### config.mk
export PLATFORM = sky130hd
export DESIGN_NAME = ca_sequencer
export DESIGN_NICKNAME = d
export VERILOG_FILES = /design/src/rtl/ca_sequencer_pkg.sv /design/src/rtl/ca_block_walker.sv /design/src/rtl/ca_sequencer.sv
export SDC_FILE = /design/constraint.sdc
export NUM_CORES = 1
export LEC_CHECK = 0
export CORE_UTILIZATION = 43
export CTS_CLUSTER_DIAMETER = 120
export DETAILED_ROUTE_END_ITERATION = 6
export GPL_ROUTABILITY_DRIVEN = 1
export PLACE_DENSITY = 0.8
export SETUP_SLACK_MARGIN = 0.02
export SYNTH_ARGS = -nofsm -noshare
export SYNTH_HDL_FRONTEND = slang
export SYNTH_SLANG_ARGS = --single-unit
### constraint.sdc
create_clock -name clk -period 2.5 [get_ports clk]
set_input_delay 0.25 -clock clk [delete_from_list [all_inputs] [get_ports clk]]
set_output_delay 0.25 -clock clk [all_outputs]
set_load 0.05 [all_outputs]
### src/rtl/ca_sequencer_pkg.sv
// Shared definitions for ca_sequencer: command codes, FSM states, array address width.
// ST_RUN_DUMP / ST_RUN_ADV are only reached when CA_SEQ_TRACE_EN is defined.
package ca_sequencer_pkg;

  localparam int unsigned ADDR_W = 6;

  localparam logic [1:0] CMD_LOAD  = 2'd0;
  localparam logic [1:0] CMD_RUN   = 2'd1;
  localparam logic [1:0] CMD_READ  = 2'd2;
  localparam logic [1:0] CMD_CLEAR = 2'd3;

  typedef enum logic [2:0] {
    ST_IDLE     = 3'd0,
    ST_LOAD     = 3'd1,
    ST_RUN      = 3'd2,
    ST_READ     = 3'd3,
    ST_CLEAR    = 3'd4,
    ST_RUN_DUMP = 3'd5,
    ST_RUN_ADV  = 3'd6
  } state_e;

endpackage

### src/rtl/ca_block_walker.sv
// Block-index counter shared by every row walk; wraps to 0 after the last block.
module ca_block_walker #(
  parameter int unsigned NUM_BLOCKS = 16,
  parameter int unsigned IDX_W      = $clog2(NUM_BLOCKS)
) (
  input  logic             clk,
  input  logic             reset,
  input  logic             clear,
  input  logic             step,
  output logic [IDX_W-1:0] idx,
  output logic             last_c
);

  assign last_c = (idx == IDX_W'(NUM_BLOCKS - 1));

  always_ff @(posedge clk) begin
    if (reset || clear) begin
      idx <= '0;
    end else if (step) begin
      idx <= last_c ? '0 : idx + IDX_W'(1);
    end
  end

endmodule

### src/rtl/ca_sequencer.sv
// Command sequencer for the 128-cell Rule 110 array: LOAD / RUN / READ / CLEAR.
// Define CA_SEQ_TRACE_EN to make RUN stream every intermediate row (RUN_DUMP/RUN_ADV).
module ca_sequencer
  import ca_sequencer_pkg::*;
#(
  parameter int unsigned NUM_BLOCKS = 16,
  parameter int unsigned GEN_W      = 16
) (
  input  logic              clk,
  input  logic              reset,
  input  logic              cmd_valid,
  output logic              cmd_ready,
  input  logic [1:0]        cmd_op,
  input  logic [GEN_W-1:0]  cmd_arg,
  input  logic              in_valid,
  output logic              in_ready,
  input  logic [7:0]        in_data,
  output logic              out_valid,
  input  logic              out_ready,
  output logic [7:0]        out_data,
  output logic              out_last,
  output logic [7:0]        ca_data_in,
  output logic              ca_we_n,
  output logic              ca_halt_n,
  output logic [ADDR_W-1:0] ca_addr,
  input  logic [7:0]        ca_data_out,
  output logic              busy,
  output logic              done
);

  localparam int unsigned IDX_W = $clog2(NUM_BLOCKS);

  state_e           state;
  state_e           state_nx;
  logic             done_nx;
  logic [GEN_W-1:0] gen_cnt;
  logic [IDX_W-1:0] blk_idx;
  logic             blk_last_c;
  logic             blk_step_c;
  logic             blk_clear_c;
  logic             stream_c;

  ca_block_walker #(
    .NUM_BLOCKS (NUM_BLOCKS),
    .IDX_W      (IDX_W)
  ) u_walker (
    .clk    (clk),
    .reset  (reset),
    .clear  (blk_clear_c),
    .step   (blk_step_c),
    .idx    (blk_idx),
    .last_c (blk_last_c)
  );

`ifdef CA_SEQ_TRACE_EN
  assign stream_c = (state == ST_READ) || (state == ST_RUN_DUMP);
`else
  assign stream_c = (state == ST_READ);
`endif
  assign blk_clear_c = (state == ST_IDLE);

  always_ff @(posedge clk) begin
    if (reset) state <= ST_IDLE;
    else       state <= state_nx;
  end

  // Next state plus the completion pulse raised on every return to IDLE.
  always_comb begin
    state_nx = state;
    done_nx  = 1'b0;
    case (state)
      ST_IDLE: begin
        if (cmd_valid) begin
          case (cmd_op)
            CMD_LOAD:  state_nx = ST_LOAD;
            CMD_READ:  state_nx = ST_READ;
            CMD_CLEAR: state_nx = ST_CLEAR;
            default: begin
              if (cmd_arg == '0) begin
                done_nx = 1'b1;
              end else begin
`ifdef CA_SEQ_TRACE_EN
                state_nx = ST_RUN_DUMP;
`else
                state_nx = ST_RUN;
`endif
              end
            end
          endcase
        end
      end
      ST_LOAD: begin
        if (in_valid && blk_last_c) begin
          state_nx = ST_IDLE;
          done_nx  = 1'b1;
        end
      end
      ST_CLEAR: begin
        if (blk_last_c) begin
          state_nx = ST_IDLE;
          done_nx  = 1'b1;
        end
      end
      ST_READ: begin
        if (out_ready && blk_last_c) begin
          state_nx = ST_IDLE;
          done_nx  = 1'b1;
        end
      end
`ifdef CA_SEQ_TRACE_EN
      ST_RUN_DUMP: begin
        if (out_ready && blk_last_c) state_nx = ST_RUN_ADV;
      end
      ST_RUN_ADV: begin
        if (gen_cnt <= GEN_W'(1)) begin
          state_nx = ST_IDLE;
          done_nx  = 1'b1;
        end else begin
          state_nx = ST_RUN_DUMP;
        end
      end
`else
      ST_RUN: begin
        if (gen_cnt <= GEN_W'(1)) begin
          state_nx = ST_IDLE;
          done_nx  = 1'b1;
        end
      end
`endif
      default: state_nx = ST_IDLE;
    endcase
  end

  // Array pin drive and stream handshakes; the array is halted unless advancing.
  always_comb begin
    cmd_ready  = (state == ST_IDLE);
    busy       = (state != ST_IDLE);
    in_ready   = 1'b0;
    out_valid  = 1'b0;
    out_last   = 1'b0;
    out_data   = 8'h00;
    ca_data_in = 8'h00;
    ca_we_n    = 1'b1;
    ca_halt_n  = 1'b0;
    ca_addr    = '0;
    blk_step_c = 1'b0;
    if (stream_c) begin
      out_valid  = 1'b1;
      out_last   = blk_last_c;
      out_data   = ca_data_out;
      ca_addr    = ADDR_W'(blk_idx);
      blk_step_c = out_ready;
    end
    case (state)
      ST_LOAD: begin
        in_ready   = 1'b1;
        ca_addr    = ADDR_W'(blk_idx);
        ca_data_in = in_valid ? in_data : 8'h00;
        ca_we_n    = ~in_valid;
        blk_step_c = in_valid;
      end
      ST_CLEAR: begin
        ca_addr    = ADDR_W'(blk_idx);
        ca_we_n    = 1'b0;
        blk_step_c = 1'b1;
      end
`ifdef CA_SEQ_TRACE_EN
      ST_RUN_ADV: ca_halt_n = 1'b1;
`else
      ST_RUN:     ca_halt_n = 1'b1;
`endif
      default: ;
    endcase
  end

  // Generation counter: loaded on RUN accept, counts down once per advance cycle.
  always_ff @(posedge clk) begin
    if (reset) begin
      gen_cnt <= '0;
    end else if ((state == ST_IDLE) && cmd_valid && (cmd_op == CMD_RUN)) begin
      gen_cnt <= cmd_arg;
    end else if (ca_halt_n && (gen_cnt != '0)) begin
      gen_cnt <= gen_cnt - GEN_W'(1);
    end
  end

  always_ff @(posedge clk) begin
    if (reset) done <= 1'b0;
    else       done <= done_nx;
  end

endmodule

==> metrics.yaml, run 1 <==
synth:
  synth_top_area_share_pct: 28.8
  synth_cells: 210
  synth_area_leader_cell: "dfxtp_1"
  synth_top_cells_by_area: "dfxtp_1 29%, and3_1 7.1%, ha_1 6.8%, a21oi_1 3.9%, nor2_1 3.6%"
  synthesis.area_sq_um: 1670
  synth_seq_cells: 24
  synth_ff_type: "dfxtp_1"
  synthDistinctLibCells: 44
  synth-edff-count: 0
  ys_seq_area_share_pct: 28.8
  syn_avg_cell_area_sq_um: 7.94
  yosysWarningCount: 0
  synthArstFlopShare_pct: 0
place:
  gp_congestion: 0.914
  place_area_sq_um: 2380
  dp_hpwl_um: 3420
  numPortBuffers: 66
clock_network:
  cts_tree: "yes"
  cts.sinks: 24
  clk_pin_slew_ns: 0.09
  cts-htree-levels: 1
  clockBufferDepth: 2
  clock_latency_ns: 0.27
  cts_root_buf: "clkbuf_8"
  cts_inserted_buffers: 3
  cts_hold_buf: 0
setup_path:
  path_class: "reg -> out"
  end_kind: "output pin"
  critPathMaxFanout: 9
  r2r_slack_ns: 0.21
  cp.arrival_ns: 2.11
  start_kind: "register"
  worstPathRequired_ns: 2.25
global_routing:
  grt_pass1_wl_um: 7040
  gr-total-overflow: 0
  grt_usage_pct: 21.3
  grt_max_degree: 22
  grt_pass1_vias: 1581
  antenna_found_initial: 0
final_layout:
  n_antenna_cell: 0
  num-nets-final: 330
  fin_util_pct: 67.1
  regArea_sq_um: 480
  nFillCells: 322
  syn2layout_area_growth_pct: 48.4
  multi_input_area_sq_um: 1120
  drive_above_1_share_pct: 16.7
  final_area_sq_um: 2470
die:
  die_x_um: 64.3
  start_util_pct: 45.2
  dieHeight_um: 64.3
  dieArea_sq_um: 4130
  ios: 69
  rows: 22
  core_area_sq_um: 3690
pwr:
  power.leakage_uw: 0.00115
  power_uw: 1490
  cellPowerDensity_nw_per_um2: 604
  peakVddDrop_uv: 458
timing:
  relSlewSlack_pct: 64.7
  slew_viol_final: 0
  worst_pin_slew_ns: 0.529
  min_period_over_period_pct: 94.5
  finalSetupViolCount: 0
  tns_ns: 0
  rsz0062_at_grt: "no"
  max_freq_ghz: 0.423
  timing_hold_violations_final: 0
  clock_skew_ns: 0.00268
  fin_crit_ns: 2.36
detailed_routing:
  drc: 0
  vias: 1867
  routed_wl_um: 4560
  wire_per_inst_um: 13.9
  vias_per_cell: 5.67
  drtPass1Iterations: 4
  drtIter0Drc: 74
  final_antenna_net_count: 0
status:
  status: "completed"
worst_hold_path:
  hp-class: "reg -> reg"
run:
  maxCapViolations: 0
worst max-delay path: stages (launching register included):
cell and delay [ns]:
dfxtp_1 0.39, nand2b_1 0.19, nor2_1 0.38, clkdlybuf4s50_1 0.89
state kept, by name, indices dropped and copies added, names as in the netlist:
register	flops
gen_cnt	16
u_walker.idx	4
done	1
state	3
logic make-up (layout without fill, tap and decap cells):
family | Yosys count | after routing | share of synthesized area [%]
compound gates | 43 | 43 | 16.9
xor+xnor | 6 | 6 | 3.15
fa+ha+maj | 9 | 9 | 6.76
buf+inv | 16 | 86 | 4.43
flops | 24 | 24 | 28.8
mux | 3 | 3 | 1.95
other cells | 1 | 2 | 0.225
simple gates | 108 | 108 | 37.8
what timing repair did:
| item | CTS | global route |
|---|---|---|
| gates resized for setup | 0 | 8 |
| setup endpoints to repair | 0 | 8 |
| hold endpoints to repair | 0 | 0 |
| buffers inserted | 0 | 0 |
Yosys cell counts, drive strengths merged, types with 2 or more instances:
| cell type | count |
|---|---|
| o21ai | 4 |
| and3 | 19 |
| xnor2 | 2 |
| o311ai | 3 |
| or4 | 5 |
| a211oi | 5 |
| a22oi | 3 |
| inv | 6 |
| ha | 9 |
| nor4 | 9 |
| nand4b | 5 |
| dfxtp | 24 |
| a31oi | 7 |
| nand2 | 14 |
| buf | 4 |
| mux2 | 2 |
| nand3 | 7 |
| or3 | 8 |
| nand4 | 3 |
| a21oi | 13 |
| nor2b | 8 |
| or2 | 5 |
| clkbuf | 5 |
| nor2 | 16 |
| o211ai | 4 |
| and2 | 5 |
| xor2 | 4 |
routing by layer:
layer	up-vias	global-route usage (%)	share of wire, %
met1	843	23.3	42
met3	10	5.54	9.6
met5	-	0	0
li1	925	-	-
met4	0	8.06	1.8
met2	89	38.7	47
worst paths after layout:
kind               to        from  cells past startpoint
max          in_ready    state[2]                      3
min          state[2]    state[1]                      1
max reg2reg      done  gen_cnt[8]                      5
min reg2reg  state[2]    state[1]                      1
through the flow:
stage	std cells	worst slack, ns	hold WS [ns]
5_1_grt	329	0.0319	0.497
4_1_cts	329	0.0438	0.467
6_report	329	0.136	0.464
3_3_place_gp	325	0.275	0.446
3_5_place_dp	325	0.247	0.453
2_1_floorplan	211	0.140	0.386
power by group:
group,switching [uW],total (uW),leakage [uW],internal (uW)
clock network,128,342,0.0000357,214
registers,51.0,480,0.000195,429
logic,366,673,0.000916,306
total,545,1490,0.00115,949
layout make-up:
type | count | area share, %
Clock buffer | 3 | 1.67
Clock inverter | 1 | 1.21
Inverter | 6 | 0.910
Multi-Input combinational cell | 171 | 45.3
Sequential cell | 24 | 19.4
Tap cell | 48 | 2.43
Timing Repair Buffer | 76 | 29.0
cell usage in the layout (no fill, tap or decap), drive strengths merged, types with 7 or more instances in the layout:
cell type	Yosys	routed
clkdlybuf4s50	0	43
ha	9	9
a31oi	7	7
nor4	9	9
dlymetal6s2s	0	8
and3	19	19
nor2b	8	8
nand2	14	14
buf	4	25
nor2	16	16
dfxtp	24	24
a21oi	13	13
nand3	7	7
or3	8	8
Note: power is estimated with default switching activity, not from simulation.
==> inputs of run 2 (changes only) <==
--- a/config.mk
+++ b/config.mk
@@ -5,12 +5,12 @@
 export SDC_FILE = /design/constraint.sdc
 export NUM_CORES = 1
 export LEC_CHECK = 0
-export CORE_UTILIZATION = 43
-export CTS_CLUSTER_DIAMETER = 120
+export CORE_UTILIZATION = 45
 export DETAILED_ROUTE_END_ITERATION = 6
 export GPL_ROUTABILITY_DRIVEN = 1
-export PLACE_DENSITY = 0.8
+export PLACE_DENSITY = 0.81
 export SETUP_SLACK_MARGIN = 0.02
 export SYNTH_ARGS = -nofsm -noshare
 export SYNTH_HDL_FRONTEND = slang
+export SYNTH_HIERARCHICAL = 1
 export SYNTH_SLANG_ARGS = --single-unit
==> metrics.yaml, run 2 <==
synth:
  synthDistinctLibCells: 56  # +27%
  yosysWarningCount: 6  # +6
  synth_cells: 228  # +8.6%
  synth_area_leader_cell: "dfxtp_1"
  synth_top_area_share_pct: 26.0  # -2.9 points
  synth_top_cells_by_area: "dfxtp_1 26%, and3_1 6.4%, ha_1 6.1%, nor2_1 4.9%, nor3_1 3.2%"
  ys_top_cells_by_count: "24 x dfxtp_1, 24 x nor2_1, 19 x and3_1"
  syn_avg_cell_area_sq_um: 8.12  # +2.3%
  synthArstFlopShare_pct: 0  # unchanged
  ys_seq_area_share_pct: 26.0  # -2.9 points
  synth_ff_type: "dfxtp_1"
  synth_seq_cells: 24  # unchanged
  synth-edff-count: 0  # unchanged
  synthesis.area_sq_um: 1850  # +11%
global_routing:
  antenna_found_initial: 0  # unchanged
  gr-total-overflow: 0  # unchanged
  grt_pass1_wl_um: 8320  # +18%
  grt_pass1_vias: 1685  # +6.6%
  grt_max_degree: 25  # +14%
  grt_usage_pct: 24.6  # +3.4 points
status:
  status: "completed"
die:
  die_x_um: 66.1  # +2.9%
  rows: 22  # unchanged
  dieArea_sq_um: 4370  # +5.9%
  start_util_pct: 48.7  # +3.5 points
  dieHeight_um: 66.1  # +2.9%
  ios: 69  # unchanged
  core_area_sq_um: 3800  # +3.0%
detailed_routing:
  drc: 0  # unchanged
  drtIter0Drc: 147  # +99%
  final_antenna_net_count: 0  # unchanged
  wire_per_inst_um: 15.6  # +12%
  vias_per_cell: 5.73  # +0.96%
  routed_wl_um: 5300  # +16%
  drtPass1Iterations: 4  # unchanged
  vias: 1948  # +4.3%
pwr:
  power.leakage_uw: 0.00112  # -2.6%
  peakVddDrop_uv: 906  # +98%
  cellPowerDensity_nw_per_um2: 1310  # +120%
timing:
  clock_skew_ns: 0.0106  # +0.00789 ns
  finalWorstSetupSlack_ns: 0.116  # -0.0208 ns
  relSlewSlack_pct: 64.8  # +0.067 points
  finalSetupViolCount: 0  # unchanged
  rsz0062_at_grt: "no"
  worst_pin_slew_ns: 0.528  # -0.00101 ns
  min_period_over_period_pct: 95.4  # +0.83 points
  slew_viol_final: 0  # unchanged
  timing_hold_violations_final: 0  # unchanged
  fin_crit_ns: 2.38  # +0.0208 ns
  tns_ns: 0  # unchanged
  max_freq_ghz: 0.419  # -0.87%
final_layout:
  regMostFlops: "gen_cnt"
  reg_top3: "gen_cnt x16, u_walker/idx x4, state x3"
  n_antenna_cell: 0  # unchanged
  multi_input_area_sq_um: 1280  # +14%
  syn2layout_area_growth_pct: 39.3
  regArea_sq_um: 480  # unchanged
  mostFrequentLayoutCells: "43 x clkdlybuf4s50_1, 24 x nor2_1, 24 x dfxtp_1"
  layout_commonest_cell: "clkdlybuf4s50_1"
  largest_reg_flops: 16  # unchanged
  drive_above_1_share_pct: 14.4  # -2.3 points
  num-nets-final: 341  # +3.3%
  nFillCells: 336  # +4.3%
clock_network:
  cts.sinks: 24  # unchanged
  cts_tree: "yes"
  clockBufferDepth: 2  # unchanged
  clk_pin_slew_ns: 0.08  # about the same
  cts-htree-levels: 1  # unchanged
  cts_inserted_buffers: 3  # unchanged
  clock_latency_ns: 0.27  # about the same
  cts_root_buf: "clkbuf_8"
setup_path:
  worstPathRequired_ns: 2.25  # about the same
  critPathMaxFanout: 9  # unchanged
  start_kind: "register"
  cp.arrival_ns: 2.13  # +0.02 ns
  path_class: "reg -> out"
  end_kind: "output pin"
worst_hold_path:
  hp-class: "reg -> reg"
place:
  gp_congestion: 0.894  # -2.2%
  numPortBuffers: 66  # unchanged
  dp_hpwl_um: 4090  # +20%
  dp_slack_ns: 0.272  # +0.0253 ns
run:
  maxCapViolations: 0  # unchanged
-- run 2: critical path: stages (launching register included) --
cell	delay, ns
dfxtp_1	0.44
inv_1	0.12
nor3_2	0.41
clkdlybuf4s50_1	0.89
-- run 2: through the flow --
stage / utilization [%] / hold slack, ns / total power (uW) / cell area, sq um / std cells
after global routing: 67.9 / 0.549 / 3620 / 2580 / 340
final: 67.9 / 0.524 / 3370 / 2580 / 340
after global placement: 66.2 / 0.497 / 2960 / 2520 / 336
after CTS: 67.9 / 0.519 / 3350 / 2580 / 340
after detailed placement: 66.2 / 0.502 / 3000 / 2520 / 336
after floorplan: - / 0.321 / 2410 / 1870 / 229
-- run 2: worst paths after layout --
path / to / slack (ns) / start / cells after the start
worst max register to register: gen_cnt[4] / 0.30 / gen_cnt[0] / 8
worst min register to register: gen_cnt[10] / 0.52 / gen_cnt[10] / 2
worst max-delay path: in_ready / 0.12 / state[0] / 3
worst min-delay path: gen_cnt[10] / 0.52 / gen_cnt[10] / 2
-- run 2: per-layer routing --
metal | vias to the layer above | share of wire, % | global-route usage [%] | routed length (um)
met2 | 67 | 46 | 37.0 | 2460
met3 | 8 | 6.3 | 4.14 | 334
met5 | - | 0 | 0 | 0
met1 | 895 | 46 | 36.4 | 2460
met4 | 0 | 0.81 | 5.05 | 43
li1 | 978 | - | - | -
-- run 2: power by group --
group / switching (uW) / internal (uW)
Combinational: 1450 / 870
Clock: 126 / 214
Sequential: 197 / 514
Total: 1780 / 1600
-- run 2: area by class of cell --
class,count,area share [%]
sequential,24,18.6
clock inverter,1,1.17
timing repair buffer,72,25.5
tap,48,2.33
clock buffer,3,1.60
multi-input combinational,184,49.6
inverter,8,1.17
-- run 2: what timing repair did --
item | in CTS | in global routing
endpoints found under the hold margin | 0 | 0
setup buffers | 0 | 0
hold buffers | 0 | 0
gates resized for setup | 8 | 0
setup endpoints to repair | 8 | 0
-- run 2: kinds of logic after synthesis --
family          Yosys count  share of synthesized area (%)
mux                       8                           4.60
xor+xnor                  5                           2.37
fa+ha+maj                 9                           6.09
other cells               1                          0.203
compound gates           47                           19.2
flops                    24                           26.0
buf+inv                  21                           5.81
simple gates            113                           35.8
